File: config.mk
export PLATFORM = sky130hd
export DESIGN_NAME = sync_timing_gen_flat
export DESIGN_NICKNAME = d
export VERILOG_FILES = /design/src/rtl/sync_timing_gen_if.sv /design/src/rtl/sync_timing_gen.sv /design/src/flat_wrapper.sv
export SDC_FILE = /design/constraint.sdc
export NUM_CORES = 1
export LEC_CHECK = 0
export BUFFER_PORTS_ARGS = -buffer_cell sky130_fd_sc_hd__buf_2
export CORE_ASPECT_RATIO = 1.75
export CORE_MARGIN = 8
export CORE_UTILIZATION = 51
export DETAILED_ROUTE_END_ITERATION = 8
export GPL_TIMING_DRIVEN = 0
export HOLD_SLACK_MARGIN = 0.08
export PLACE_DENSITY = 0.71
export SLEW_MARGIN = 20
export SYNTH_ARGS = -nofsm -noshare
export SYNTH_HDL_FRONTEND = slang
export SYNTH_SLANG_ARGS = --single-unit
File: constraint.sdc
create_clock -name clock -period 3.4 [get_ports clock]
set_input_delay 0.51 -clock clock [delete_from_list [all_inputs] [get_ports clock]]
set_output_delay 0.51 -clock clock [all_outputs]
set_load 0.03 [all_outputs]
File: src/rtl/sync_timing_gen_if.sv
// ---------------------------------------------------------------------------
// sync_timing_gen_if
// Groups the control inputs and timing outputs of sync_timing_gen.
//
// Signal semantics: there is no valid/ready handshake. en and restart are
// level inputs sampled on every rising clock. All timing outputs change
// only on clocks where en is high, and are otherwise stable. px and py are
// meaningful only while disp is high.
//
// Signals:
//   en, restart             : controls, driven by the slave side
//   hs, vs                  : sync outputs, polarity set by the generator
//   de, border, disp        : active-video / border / display-window flags
//   px, py                  : pixel column / line inside the display window
//   line_start, frame_start : single-clock markers
// Modports:
//   master : the timing generator (drives timing, reads controls)
//   slave  : the consumer (drives controls, reads timing)
// ---------------------------------------------------------------------------
interface sync_timing_gen_if #(
    parameter int CW = 12
);
    logic          en;
    logic          restart;
    logic          hs;
    logic          vs;
    logic          de;
    logic          border;
    logic          disp;
    logic [CW-1:0] px;
    logic [CW-1:0] py;
    logic          line_start;
    logic          frame_start;

    modport master (
        input  en, restart,
        output hs, vs, de, border, disp, px, py, line_start, frame_start
    );

    modport slave (
        output en, restart,
        input  hs, vs, de, border, disp, px, py, line_start, frame_start
    );
endinterface

File: src/rtl/sync_timing_gen.sv
// ---------------------------------------------------------------------------
// sync_timing_gen
// Raster timing generator. An (x, y) position counter walks the full line
// and frame (active, front porch, sync, back porch). Every output is a
// registered function of that position, so all outputs appear one clock
// after the position they describe and stay mutually aligned.
//
// Ports:
//   clock : pixel clock
//   rst   : asynchronous active-low reset
//   tif   : sync_timing_gen_if.master (en/restart in, timing out)
// ---------------------------------------------------------------------------
module sync_timing_gen #(
    parameter int unsigned XRES     = 640,
    parameter int unsigned XFPORCH  = 16,
    parameter int unsigned XSYNC    = 96,
    parameter int unsigned XBPORCH  = 48,
    parameter int unsigned YRES     = 480,
    parameter int unsigned YFPORCH  = 10,
    parameter int unsigned YSYNC    = 2,
    parameter int unsigned YBPORCH  = 33,
    parameter int unsigned LMARGIN  = 0,
    parameter int unsigned TMARGIN  = 0,
    parameter int unsigned XDISPLAY = 640,
    parameter int unsigned YDISPLAY = 480,
    parameter int unsigned PIXDIV   = 1,
    parameter bit          HS_POL   = 1'b0,
    parameter bit          VS_POL   = 1'b0,
    parameter int unsigned CW       = 12
) (
    input  logic               clock,
    input  logic               rst,
    sync_timing_gen_if.master  tif
);
    localparam int unsigned HTOTAL = XRES + XFPORCH + XSYNC + XBPORCH;
    localparam int unsigned VTOTAL = YRES + YFPORCH + YSYNC + YBPORCH;
    localparam int          CWP    = CW + 1;

    // Comparison constants carry one extra bit so a boundary equal to
    // 2^CW still fits.
    localparam logic [CW:0] X_LAST   = CWP'(HTOTAL - 1);
    localparam logic [CW:0] Y_LAST   = CWP'(VTOTAL - 1);
    localparam logic [CW:0] X_ACT    = CWP'(XRES);
    localparam logic [CW:0] Y_ACT    = CWP'(YRES);
    localparam logic [CW:0] HS_START = CWP'(XRES + XFPORCH);
    localparam logic [CW:0] HS_END   = CWP'(XRES + XFPORCH + XSYNC);
    localparam logic [CW:0] VS_START = CWP'(YRES + YFPORCH);
    localparam logic [CW:0] VS_END   = CWP'(YRES + YFPORCH + YSYNC);
    localparam logic [CW:0] WIN_L    = CWP'(LMARGIN);
    localparam logic [CW:0] WIN_R    = CWP'(LMARGIN + XDISPLAY);
    localparam logic [CW:0] WIN_T    = CWP'(TMARGIN);
    localparam logic [CW:0] WIN_B    = CWP'(TMARGIN + YDISPLAY);
    localparam logic [2:0]  PRE_MAX  = 3'(PIXDIV - 1);

    if (LMARGIN + XDISPLAY > XRES) begin : g_bad_xwin
        $error("sync_timing_gen: horizontal window exceeds active width");
    end
    if (TMARGIN + YDISPLAY > YRES) begin : g_bad_ywin
        $error("sync_timing_gen: vertical window exceeds active height");
    end
    if (PIXDIV < 1 || PIXDIV > 8) begin : g_bad_pixdiv
        $error("sync_timing_gen: PIXDIV must be 1..8");
    end
    if (longint'(HTOTAL) > (longint'(1) << CW) ||
        longint'(VTOTAL) > (longint'(1) << CW)) begin : g_bad_cw
        $error("sync_timing_gen: CW too small for HTOTAL/VTOTAL");
    end

    // Position and pixel-prescaler state
    logic [CW-1:0] x_q, x_d, y_q, y_d;
    logic [2:0]    pre_q, pre_d;
    logic [CW-1:0] pxc_q, pxc_d;
    logic          restart_pend_q, restart_pend_d;

    // Registered outputs
    logic          hs_q, hs_d, vs_q, vs_d;
    logic          de_q, de_d, border_q, border_d, disp_q, disp_d;
    logic [CW-1:0] px_q, px_d, py_q, py_d;
    logic          line_start_q, line_start_d;
    logic          frame_start_q, frame_start_d;

    logic [CW:0] xw, yw;
    logic        x_last, y_last, h_win, v_win, win, act;

    always_comb begin
        xw     = {1'b0, x_q};
        yw     = {1'b0, y_q};
        x_last = (xw == X_LAST);
        y_last = (yw == Y_LAST);
        h_win  = (xw >= WIN_L) && (xw < WIN_R);
        v_win  = (yw >= WIN_T) && (yw < WIN_B);
        win    = h_win && v_win;
        act    = (xw < X_ACT) && (yw < Y_ACT);

        x_d           = x_q;
        y_d           = y_q;
        pre_d         = pre_q;
        pxc_d         = pxc_q;
        hs_d          = hs_q;
        vs_d          = vs_q;
        de_d          = de_q;
        border_d      = border_q;
        disp_d        = disp_q;
        px_d          = px_q;
        py_d          = py_q;
        line_start_d  = line_start_q;
        frame_start_d = frame_start_q;

        // The latch is consumed at the frame wrap; a request arriving on
        // the wrap clock itself is consumed there too. Counters wrap
        // normally either way, so the frame cadence is undisturbed.
        restart_pend_d = (restart_pend_q || tif.restart) &&
                         !(tif.en && x_last && y_last);

        if (tif.en) begin
            if (x_last) begin
                x_d = '0;
                y_d = y_last ? '0 : y_q + CW'(1);
            end else begin
                x_d = x_q + CW'(1);
            end

            // Prescaler only runs inside the horizontal window and is
            // cleared at each line end, so every line starts at phase 0.
            if (x_last) begin
                pre_d = '0;
                pxc_d = '0;
            end else if (h_win) begin
                if (pre_q == PRE_MAX) begin
                    pre_d = '0;
                    pxc_d = pxc_q + CW'(1);
                end else begin
                    pre_d = pre_q + 3'd1;
                end
            end

            hs_d          = ((xw >= HS_START) && (xw < HS_END)) ? HS_POL : !HS_POL;
            vs_d          = ((yw >= VS_START) && (yw < VS_END)) ? VS_POL : !VS_POL;
            de_d          = act;
            border_d      = act && !win;
            disp_d        = win;
            px_d          = win ? pxc_q : '0;
            py_d          = win ? (y_q - CW'(TMARGIN)) : '0;
            line_start_d  = (x_q == '0);
            frame_start_d = (x_q == '0) && (y_q == '0);
        end
    end

    always_ff @(posedge clock or negedge rst) begin
        if (!rst) begin
            x_q            <= '0;
            y_q            <= '0;
            pre_q          <= '0;
            pxc_q          <= '0;
            restart_pend_q <= 1'b0;
            hs_q           <= !HS_POL;
            vs_q           <= !VS_POL;
            de_q           <= 1'b0;
            border_q       <= 1'b0;
            disp_q         <= 1'b0;
            px_q           <= '0;
            py_q           <= '0;
            line_start_q   <= 1'b0;
            frame_start_q  <= 1'b0;
        end else begin
            x_q            <= x_d;
            y_q            <= y_d;
            pre_q          <= pre_d;
            pxc_q          <= pxc_d;
            restart_pend_q <= restart_pend_d;
            hs_q           <= hs_d;
            vs_q           <= vs_d;
            de_q           <= de_d;
            border_q       <= border_d;
            disp_q         <= disp_d;
            px_q           <= px_d;
            py_q           <= py_d;
            line_start_q   <= line_start_d;
            frame_start_q  <= frame_start_d;
        end
    end

    assign tif.hs          = hs_q;
    assign tif.vs          = vs_q;
    assign tif.de          = de_q;
    assign tif.border      = border_q;
    assign tif.disp        = disp_q;
    assign tif.px          = px_q;
    assign tif.py          = py_q;
    assign tif.line_start  = line_start_q;
    assign tif.frame_start = frame_start_q;
endmodule
File: src/flat_wrapper.sv
// flat-port wrapper written by rule: the top's interface ports become plain ports
module sync_timing_gen_flat 
#(
    parameter int unsigned XRES     = 640,
    parameter int unsigned XFPORCH  = 16,
    parameter int unsigned XSYNC    = 96,
    parameter int unsigned XBPORCH  = 48,
    parameter int unsigned YRES     = 480,
    parameter int unsigned YFPORCH  = 10,
    parameter int unsigned YSYNC    = 2,
    parameter int unsigned YBPORCH  = 33,
    parameter int unsigned LMARGIN  = 0,
    parameter int unsigned TMARGIN  = 0,
    parameter int unsigned XDISPLAY = 640,
    parameter int unsigned YDISPLAY = 480,
    parameter int unsigned PIXDIV   = 1,
    parameter bit          HS_POL   = 1'b0,
    parameter bit          VS_POL   = 1'b0,
    parameter int unsigned CW       = 12
)
  (clock, rst, tif_en, tif_restart, tif_hs, tif_vs, tif_de, tif_border, tif_disp, tif_px, tif_py, tif_line_start, tif_frame_start);
  sync_timing_gen_if #(.CW(CW)) tif_i ();
  input  logic clock;
  input  logic rst;
  input wire logic [$bits(tif_i.en)-1:0] tif_en;
  input wire logic [$bits(tif_i.restart)-1:0] tif_restart;
  output wire logic [$bits(tif_i.hs)-1:0] tif_hs;
  output wire logic [$bits(tif_i.vs)-1:0] tif_vs;
  output wire logic [$bits(tif_i.de)-1:0] tif_de;
  output wire logic [$bits(tif_i.border)-1:0] tif_border;
  output wire logic [$bits(tif_i.disp)-1:0] tif_disp;
  output wire logic [$bits(tif_i.px)-1:0] tif_px;
  output wire logic [$bits(tif_i.py)-1:0] tif_py;
  output wire logic [$bits(tif_i.line_start)-1:0] tif_line_start;
  output wire logic [$bits(tif_i.frame_start)-1:0] tif_frame_start;
  assign tif_i.en = tif_en;
  assign tif_i.restart = tif_restart;
  assign tif_hs = tif_i.hs;
  assign tif_vs = tif_i.vs;
  assign tif_de = tif_i.de;
  assign tif_border = tif_i.border;
  assign tif_disp = tif_i.disp;
  assign tif_px = tif_i.px;
  assign tif_py = tif_i.py;
  assign tif_line_start = tif_i.line_start;
  assign tif_frame_start = tif_i.frame_start;
  sync_timing_gen #(.XRES(XRES), .XFPORCH(XFPORCH), .XSYNC(XSYNC), .XBPORCH(XBPORCH), .YRES(YRES), .YFPORCH(YFPORCH), .YSYNC(YSYNC), .YBPORCH(YBPORCH), .LMARGIN(LMARGIN), .TMARGIN(TMARGIN), .XDISPLAY(XDISPLAY), .YDISPLAY(YDISPLAY), .PIXDIV(PIXDIV), .HS_POL(HS_POL), .VS_POL(VS_POL), .CW(CW)) u_core (.clock(clock), .rst(rst), .tif(tif_i));
endmodule
==> metrics, run 1 <==
FF-to-FF setup slack=1330 ps; Power Density=approximately 560 nW/um2; TritonCTS buffer count=9; hold slack=485 ps; initial antenna violation count=0; Setup Skew=around 5 ps; first-pass GRT wire length=12,600 um; # hold bufs at CTS=1; Layout Nets=381; I/O Pins=35; sequential share of the synthesized area=51.1%; CTS H-tree lvls=3; DRT iter0 DRCs=239; Setup WS pre-CTS=1190 ps; share of cells above drive strength 1=18.0%; DRC errors left=0; commonest non-fill, non-tap cell in the layout=dfrtp_1; Routed WL=7630 um; gr ovfl total=0; synth warn=0; core area=between 6000 and 7000 um2; area of the mapped netlist=3330 um2; Initial Util=51.7%; Routability Congestion=0.917; post-route insts no fill=455; Sum Neg Setup Slack=0 ps; unrepaired setup endpoints after global routing=no; dpl cell area=3630 um2; Main synth FF type=dfrtp_1; leakage=1.92 nW; vias in the first global route=2,539; Setup Buffers After CTS=0; TritonCTS clock tree=yes; Post-Syn Nets=336; Die ar.=9480 um2; ys async rst share=100%; clk slew on worst S/H paths=approximately 50 ps; max-cap violations=0; FP Rows=39; TritonRoute pass-1 iters=4; kind of critical path=flop to flop; critical path arrival=2300 ps; Reg area=1700 um2; remaining antenna violation count=0; number of synthesized flops with an enable pin=0; die extent in y=123 um; fin. max-slew vios=0; Diodes inserted=0; Crit Path Max Fanout=10; Max Root-Sink Buffers=2; Critical Path RT=3620 ps; Post-Synthesis Cells=324; vias post-DR=approximately 2.7k; commonest non-fill, non-tap cells in the layout=66 x dfrtp_1, 42 x buf_2, 28 x a22o_1, 22 x nand2_1, 17 x nand4_1; final setup fails=0; area taken by multi-input logic gates=1470 um2; Root Driver=clkbuf_16; final instance area=3940 um2; top-area cell type share of the netlist area=between 40% and 50%; post-CTS resize count=0; largest net degree at the start of global routing=48; CP endpoint kind=flop; Hold WC Path Type=flop to flop; Design Power=2.20 mW; GRT Util Overall=16.9%; latest clock arrival within the worst-skew pair=340 ps; flop and latch count out of synthesis=68; Final period util=approximately three fifths; number of vias per cell=between 5 and 6; Peak Freq=0.482 GHz; final hold vios=0; Filler Cells Inserted=562; Synth area leader=dfrtp_1; startpoint types=flop; Synth Area per Inst=10.3 um2; Setup WS post-layout=1330 ps; post-route core utilization=61.2%; Cells after DPL=439; min Tclk post-route=2070 ps; chip width=77.1 um; hpwl dp=5420 um; synth unique cells=44; P&R area growth vs syn=18.2%; outcome=complete, no violations; peak supply drop=401 uV; port bufs=32; CTS Sinks=68; ranking of synthesized cells by area=dfrtp_1 50%, a22o_1 7.4%, nand4_1 3.2%; routed length per instance=between 15 and 20 um
[critical path: stages (launching register included)]
cell and delay (ps):
dfrtp_1 370, ha_1 200, and3_1 150, clkbuf_1 230, nand4_2 270, buf_2 270, buf_2 220, a22o_1 250
[flip-flops by register name, summed over array words and instances, names as in the netlist]
register	count
u_core.pxc_q	12
u_core.tif.px	12
u_core.tif.de	1
u_core.x_q	12
u_core.tif.line_start	1
u_core.tif.hs	1
u_core.pre_q	3
u_core.y_q	12
u_core.tif.vs	1
u_core.tif.py	12
u_core.tif.frame_start	1
[report_power, final]
group	total (mW)	internal [mW]	switching (mW)
clock network	0.951	0.624	0.328
registers	0.959	0.880	0.0791
logic	0.287	0.114	0.173
[routing by layer]
layer	up-vias	global-route usage [%]	wire length, um
li1	1283	-	-
met1	1290	18.8	3100
met2	72	28.2	3890
met3	19	5.24	399
met4	0	9.26	238
met5	-	0	0
[final timing paths]
check | start | to | cells after the start
worst max-delay path | u_core.x_q[0] | u_core.y_q[3] | 7
min in group asynchronous | rst | u_core.y_q[3] | 2
worst min register to register | u_core.tif.vs | u_core.tif.vs | 2
worst min-delay path | u_core.tif.vs | u_core.tif.vs | 2
max in group asynchronous | rst | u_core.tif.px[4] | 3
worst max register to register | u_core.x_q[0] | u_core.y_q[3] | 7
[cells by family (layout without fill, tap and decap cells)]
group / Yosys count / count (layout) / synth area share [%]
compound gates: 76 / 76 / 16.0
xor+xnor: 9 / 9 / 2.36
fa+ha+maj: 8 / 8 / 3.00
buf+inv: 38 / 87 / 4.92
flops: 68 / 68 / 51.1
mux: 5 / 5 / 1.50
other cells: 1 / 1 / 0.113
simple gates: 119 / 119 / 20.9
[cell usage after synthesis, types with 5 or more instances]
cell       n
dfrtp_1   66
a22o_1    28
nand2_1   22
nand4_1   17
inv_1     16
nand3_1   16
and3_1    13
nor3_1    13
buf_2     11
a21oi_1   10
o21ai_0   10
nor2_1     9
clkbuf_1   8
ha_1       8
a21o_1     7
o21ai_1    7
xnor2_1    7
and4_1     5
mux2i_1    5
or3_1      5
[layout make-up]
type	count	share of cell area, %
Multi-Input combinational cell	218	37.2
Timing Repair Buffer	34	5.08
Clock inverter	1	0.762
Buffer	22	2.64
Sequential cell	68	43.3
Clock buffer	14	6.95
Tap cell	82	2.60
Inverter	16	1.52
(Power assumes the default switching activity.)
==> run 2: changes to the inputs <==
--- a/config.mk
+++ b/config.mk
@@ -12,7 +12,7 @@
 export DETAILED_ROUTE_END_ITERATION = 8
 export GPL_TIMING_DRIVEN = 0
 export HOLD_SLACK_MARGIN = 0.08
-export PLACE_DENSITY = 0.71
+export PLACE_DENSITY = 0.73
 export SLEW_MARGIN = 20
 export SYNTH_ARGS = -nofsm -noshare
 export SYNTH_HDL_FRONTEND = slang
==> constraint.sdc (replaced) <==
create_clock -name clock -period 1.79 [get_ports clock]
set_input_delay 0.2685 -clock clock [delete_from_list [all_inputs] [get_ports clock]]
set_output_delay 0.2685 -clock clock [all_outputs]
set_load 0.03 [all_outputs]
==> metrics, run 2 (synthesized netlist as in run 1, its figures left out) <==
final instance area=4280 um2 (+8.5%); gr ovfl total=0 (unchanged); vias post-DR=2,817 (+5.7%); hold slack=431 ps (-53.5 ps); Routability Congestion=0.974 (+6.3%); Initial Util=51.7% (unchanged); Die ar.=9480 um2 (unchanged); TritonCTS clock tree=yes; RR Endpoint=u_core.y_q[7]; routed length per instance=17.8 um (+6.4%); initial antenna violation count=0 (unchanged); I/O Pins=35 (unchanged); sequential share of power=40.9% (-2.8 points); CTS Sinks=68 (unchanged); clock share of power=42.4% (-0.9 points); Setup Skew=4.44 ps (-0.488 ps); TritonCTS buffer count=9 (unchanged); Critical Path RT=2050 ps (-1570 ps); top routing layer in use=met4; Cell Int Power=3.28 mW (+100%); hpwl dp=5610 um (+3.5%); dpl cell area=3620 um2 (-0.21%); leakage=2.05 nW (+6.9%); max-cap violations=0 (unchanged); die extent in y=123 um (unchanged); final hold vios=0 (unchanged); DR WL met2=4410 um (+13%); clk slew on worst S/H paths=50 ps (about the same); Cells after DPL=439 (unchanged); Root Driver=clkbuf_16; commonest non-fill, non-tap cell in the layout=dfrtp_1; chip width=77.1 um (unchanged); outcome=complete, but fails checks; routed wl met3=446 um (+12%); peak supply drop=727 uV (+81%); largest net degree at the start of global routing=38 (-21%); post-route core utilization=66.4% (+5.2 points); core area=6440 um2 (unchanged); Slew HR=63.5%; Max Root-Sink Buffers=2 (unchanged); FP Rows=39 (unchanged); DRC errors left=0 (unchanged); Peak Freq=0.551 GHz (+14%); Power Density=1050 nW/um2 (+88%); vias in the first global route=2,747 (+8.2%); Layout Nets=398 (+4.5%); Sw Share=26.9% (+0.48 points); Final period util=101% (+40 points); Sum Neg Setup Slack=-24.1 ps (-24.1 ps); Diodes inserted=0 (unchanged); remaining antenna violation count=0 (unchanged); first-pass GRT wire length=13,600 um (+7.9%); unrepaired setup endpoints after global routing=yes; TritonRoute pass-1 iters=5 (+1); combinational power share=16.6% (+3.5 points); FF-to-FF setup slack=-20 ps (-1350 ps); post-route insts no fill=473 (+4.0%); min Tclk post-route=1810 ps (-260 ps); fin. max-slew vios=0 (unchanged); final setup fails=2 (+2); startpoint types=flop; P&R area growth vs syn=28.3%; Setup WS pre-CTS=-303 ps (-1490 ps); reg2reg start=u_core.x_q[10]; failing checks=setup timing; CP endpoint kind=flop; Worst Tran Pin Value=around 550 ps; P_sw=1.20 mW (+110%); Design Power=4.48 mW (+100%); port bufs=32 (unchanged); share of cells above drive strength 1=29.2% (+11 points); CTS H-tree lvls=3 (unchanged); Crit Path Max Fanout=4 (-6); Setup WS post-layout=-23.5 ps (-1350 ps); latest clock arrival within the worst-skew pair=330 ps (about the same); DRT iter0 DRCs=227 (-5.0%); FF-to-FF path depth=5 (-2); GRT Util Overall=18.0% (+1.2 points); commonest non-fill, non-tap cells in the layout=61 x dfrtp_1, 38 x buf_2, 28 x a22o_1, 22 x nand2_1; Routed WL=8440 um (+11%); WL met1=3290 um (+6.1%); number of vias per cell=5.96 (+1.7%); critical path arrival=2080 ps (-220 ps); Hold WC Path Type=input pin to asynchronous set/reset pin; kind of critical path=flop to flop
==> run 2: layout make-up <==
cell class / count / area, um2
fillers: 526 / 2170
flip-flops and latches: 68 / 1710
multi-input cells: 218 / 1580
repair buffers: 52 / 360
clock buffers: 12 / 246
plain buffers: 21 / 140
well taps: 82 / 103
clock inverters: 4 / 72.6
inverters: 16 / 60.1
==> run 2: worst max path at each step <==
stage                          startpoint               to  slack [ps]  cells after the start
after floorplan             u_core.x_q[0]    u_core.y_q[3]          60                      7
after global placement      u_core.x_q[0]    u_core.y_q[3]        -270                      7
after detailed placement  u_core.pre_q[0]  u_core.pxc_q[4]        -300                      7
after CTS                   u_core.y_q[1]   u_core.y_q[10]           6                      5
after global routing       u_core.x_q[10]    u_core.y_q[7]        -140                      5
final                      u_core.x_q[10]    u_core.y_q[7]         -20                      5
==> run 2: metal layers <==
metal,global-route usage (%),vias up
li1,-,1316
met1,19.1,1373
met2,31.6,106
met3,4.95,22
met4,10.6,0
met5,0,-
==> run 2: what timing repair did <==
action,4_1_cts,5_1_grt
buffers inserted,11,5
cloned,1,1
hold endpoints to repair,36,0
hold buffers,1,0
resized for setup,21,37
pin swaps,6,17
endpoints found under the setup margin,47,45
==> run 2: critical path, stage by stage (launching register included) <==
cell	delay (ps)
dfrtp_2	440
nor4_4	300
buf_4	190
nand4_1	210
or4b_1	520
o21ai_1	80
==> run 2: power groups by stage <==
stage	logic, mW	clock network, mW	registers, mW
final	0.746	1.90	1.83
after global routing	0.824	1.99	1.85
after detailed placement	0.549	0	1.84
after CTS	0.614	1.92	1.82
after global placement	0.518	0	1.84
after floorplan	0.405	0	1.81
==> run 3: changes to the inputs <==
--- a/config.mk
+++ b/config.mk
@@ -12,6 +12,7 @@
 export DETAILED_ROUTE_END_ITERATION = 8
 export GPL_TIMING_DRIVEN = 0
 export HOLD_SLACK_MARGIN = 0.08
+export MAX_ROUTING_LAYER = met4
 export PLACE_DENSITY = 0.73
 export SLEW_MARGIN = 20
 export SYNTH_ARGS = -nofsm -noshare
==> metrics, run 3 (synthesized netlist as in run 1, its figures left out) <==
outcome=complete, but fails checks; failing checks=setup timing; Layout Nets=403 (+1.3%); fin. max-slew vios=0 (unchanged); Max Root-Sink Buffers=2 (unchanged); Peak Freq=0.545 GHz (-1.2%); chip width=77.1 um (unchanged); Filler Cells Inserted=531 (+0.95%); peak supply drop=950 uV (+31%); port bufs=32 (unchanged); vias in the first global route=2,860 (+4.1%); commonest non-fill, non-tap cells in the layout=61 x dfrtp_1, 37 x buf_2, 28 x a22o_1, 26 x buf_4, 22 x nand2_1; hold slack=370 ps (-61.0 ps); remaining antenna violation count=0 (unchanged); share of cells above drive strength 1=28.0% (-1.1 points); dpl cell area=3630 um2 (+0.21%); hpwl dp=5610 um (about the same); startpoint types=flop; Die ar.=9480 um2 (unchanged); DRC errors left=0 (unchanged); CP max-delay cell=dfrtp_2; commonest non-fill, non-tap cell in the layout=dfrtp_1; Setup WS post-layout=-45.8 ps (-22.3 ps); TritonRoute pass-1 iters=4 (-1); final setup fails=5 (+3); reg2reg start=u_core.x_q[10]; FP Rows=39 (unchanged); critical path arrival=2050 ps (-30 ps); Routed WL=8410 um (-0.28%); RR Endpoint=u_core.pxc_q[11]; CTS Sinks=68 (unchanged); delay-heaviest family, CP=buffers and inverters; number of vias per cell=5.98 (+0.46%); area taken by multi-input logic gates=1560 um2 (-1.6%); leakage=2.03 nW (-1.2%); initial antenna violation count=0 (unchanged); post-route core utilization=65.7% (-0.68 points); critical path's most frequent cell=buf_4; die extent in y=123 um (unchanged); worst-path cell chain=nor4_4, buf_4, buf_4, nand4b_1, buf_4, a22o_1, a21o_1; Sum Neg Setup Slack=-103 ps (-78.5 ps); unrepaired setup endpoints after global routing=yes; DRT iter0 DRCs=335 (+48%); clk slew on worst S/H paths=50 ps (about the same); Setup Skew=6.16 ps (+1.72 ps); kind of critical path=flop to flop; Initial Util=51.7% (unchanged); FF-to-FF path depth=7 (+2); Hold WC Path Type=input pin to asynchronous set/reset pin; max-cap violations=0 (unchanged); max incr delay on CP=430 ps (-90 ps); CTS H-tree lvls=3 (unchanged); core area=6440 um2 (unchanged); Reg area=1710 um2 (unchanged); Setup WS pre-CTS=-304 ps (-1.28 ps); gr ovfl total=0 (unchanged); latest clock arrival within the worst-skew pair=330 ps (about the same); final hold vios=0 (unchanged); vias post-DR=2,860 (+1.5%); Crit Path Max Fanout=5 (+1); Routability Congestion=0.946 (-2.9%); WP buf/inv=3 (+2); TritonCTS clock tree=yes; TritonCTS buffer count=9 (unchanged); Worst Tran Pin Value=549 ps (+2.43 ps); Diodes inserted=0 (unchanged); Critical Path RT=2010 ps (-40 ps); Slew HR=63.4% (-0.16 points); first-pass GRT wire length=13,800 um (+1.5%); largest net degree at the start of global routing=50 (+32%); routed length per instance=17.6 um (-1.3%); Final period util=103% (+1.2 points); I/O Pins=35 (unchanged); min Tclk post-route=1840 ps (+22.3 ps); CP endpoint kind=flop; final instance area=4230 um2 (-1.0%); FF-to-FF setup slack=-50 ps (-20 ps); Power Density=1010 nW/um2 (-3.9%); GRT Util Overall=18.8% (+0.79 points); P&R area growth vs syn=27.0%; Root Driver=clkbuf_16
## run 3: metrics by stage
step | total power, mW | std cells
after global placement | 2.36 | 438
after global routing | 4.46 | 478
final | 4.26 | 478
after CTS | 4.18 | 467
after detailed placement | 2.40 | 439
after floorplan | 2.21 | 324
## run 3: repair_timing
item / CTS / global route
hold endpoints to repair: 17 / 0
setup endpoints to repair: 47 / 47
pin swaps: 9 / 9
hold buffers: 1 / 0
resized for setup: 20 / 25
buffers inserted: 12 / 11
## run 3: where the power goes
| group | switching [mW] | internal [mW] | leakage [nW] |
|---|---|---|---|
| sequential | 0.165 | 1.67 | 0.885 |
| clock | 0.637 | 1.07 | 0.139 |
| combinational | 0.388 | 0.329 | 1.00 |
## run 3: layer usage
metal | GRT usage (%) | part of all wire [%] | vias to the layer above
met1 | 20.1 | 40 | 1414
li1 | - | - | 1336
met3 | 4.95 | 5.2 | 19
met4 | 11.0 | 2.9 | 0
met5 | - | 0 | -
met2 | 31.1 | 52 | 91
## run 3: how the worst max path moves through the flow
stage	from	to	depth (start not counted)
final	u_core.x_q[10]	u_core.pxc_q[11]	7
after global routing	u_core.x_q[10]	u_core.pxc_q[11]	7
after CTS	u_core.x_q[6]	u_core.pxc_q[11]	6
after detailed placement	u_core.pre_q[0]	u_core.pxc_q[3]	7
after global placement	u_core.pre_q[0]	u_core.pxc_q[3]	7
after floorplan	u_core.x_q[0]	u_core.y_q[3]	7
## run 3: cell type report
class                      instances  area share, %
inverter                          16           1.42
clock inverter                     5           1.24
clock buffer                      11           5.50
timing repair buffer              57           8.90
sequential                        68           40.4
multi-input combinational        218           36.8
buffer                            21           3.28
tap                               82           2.42
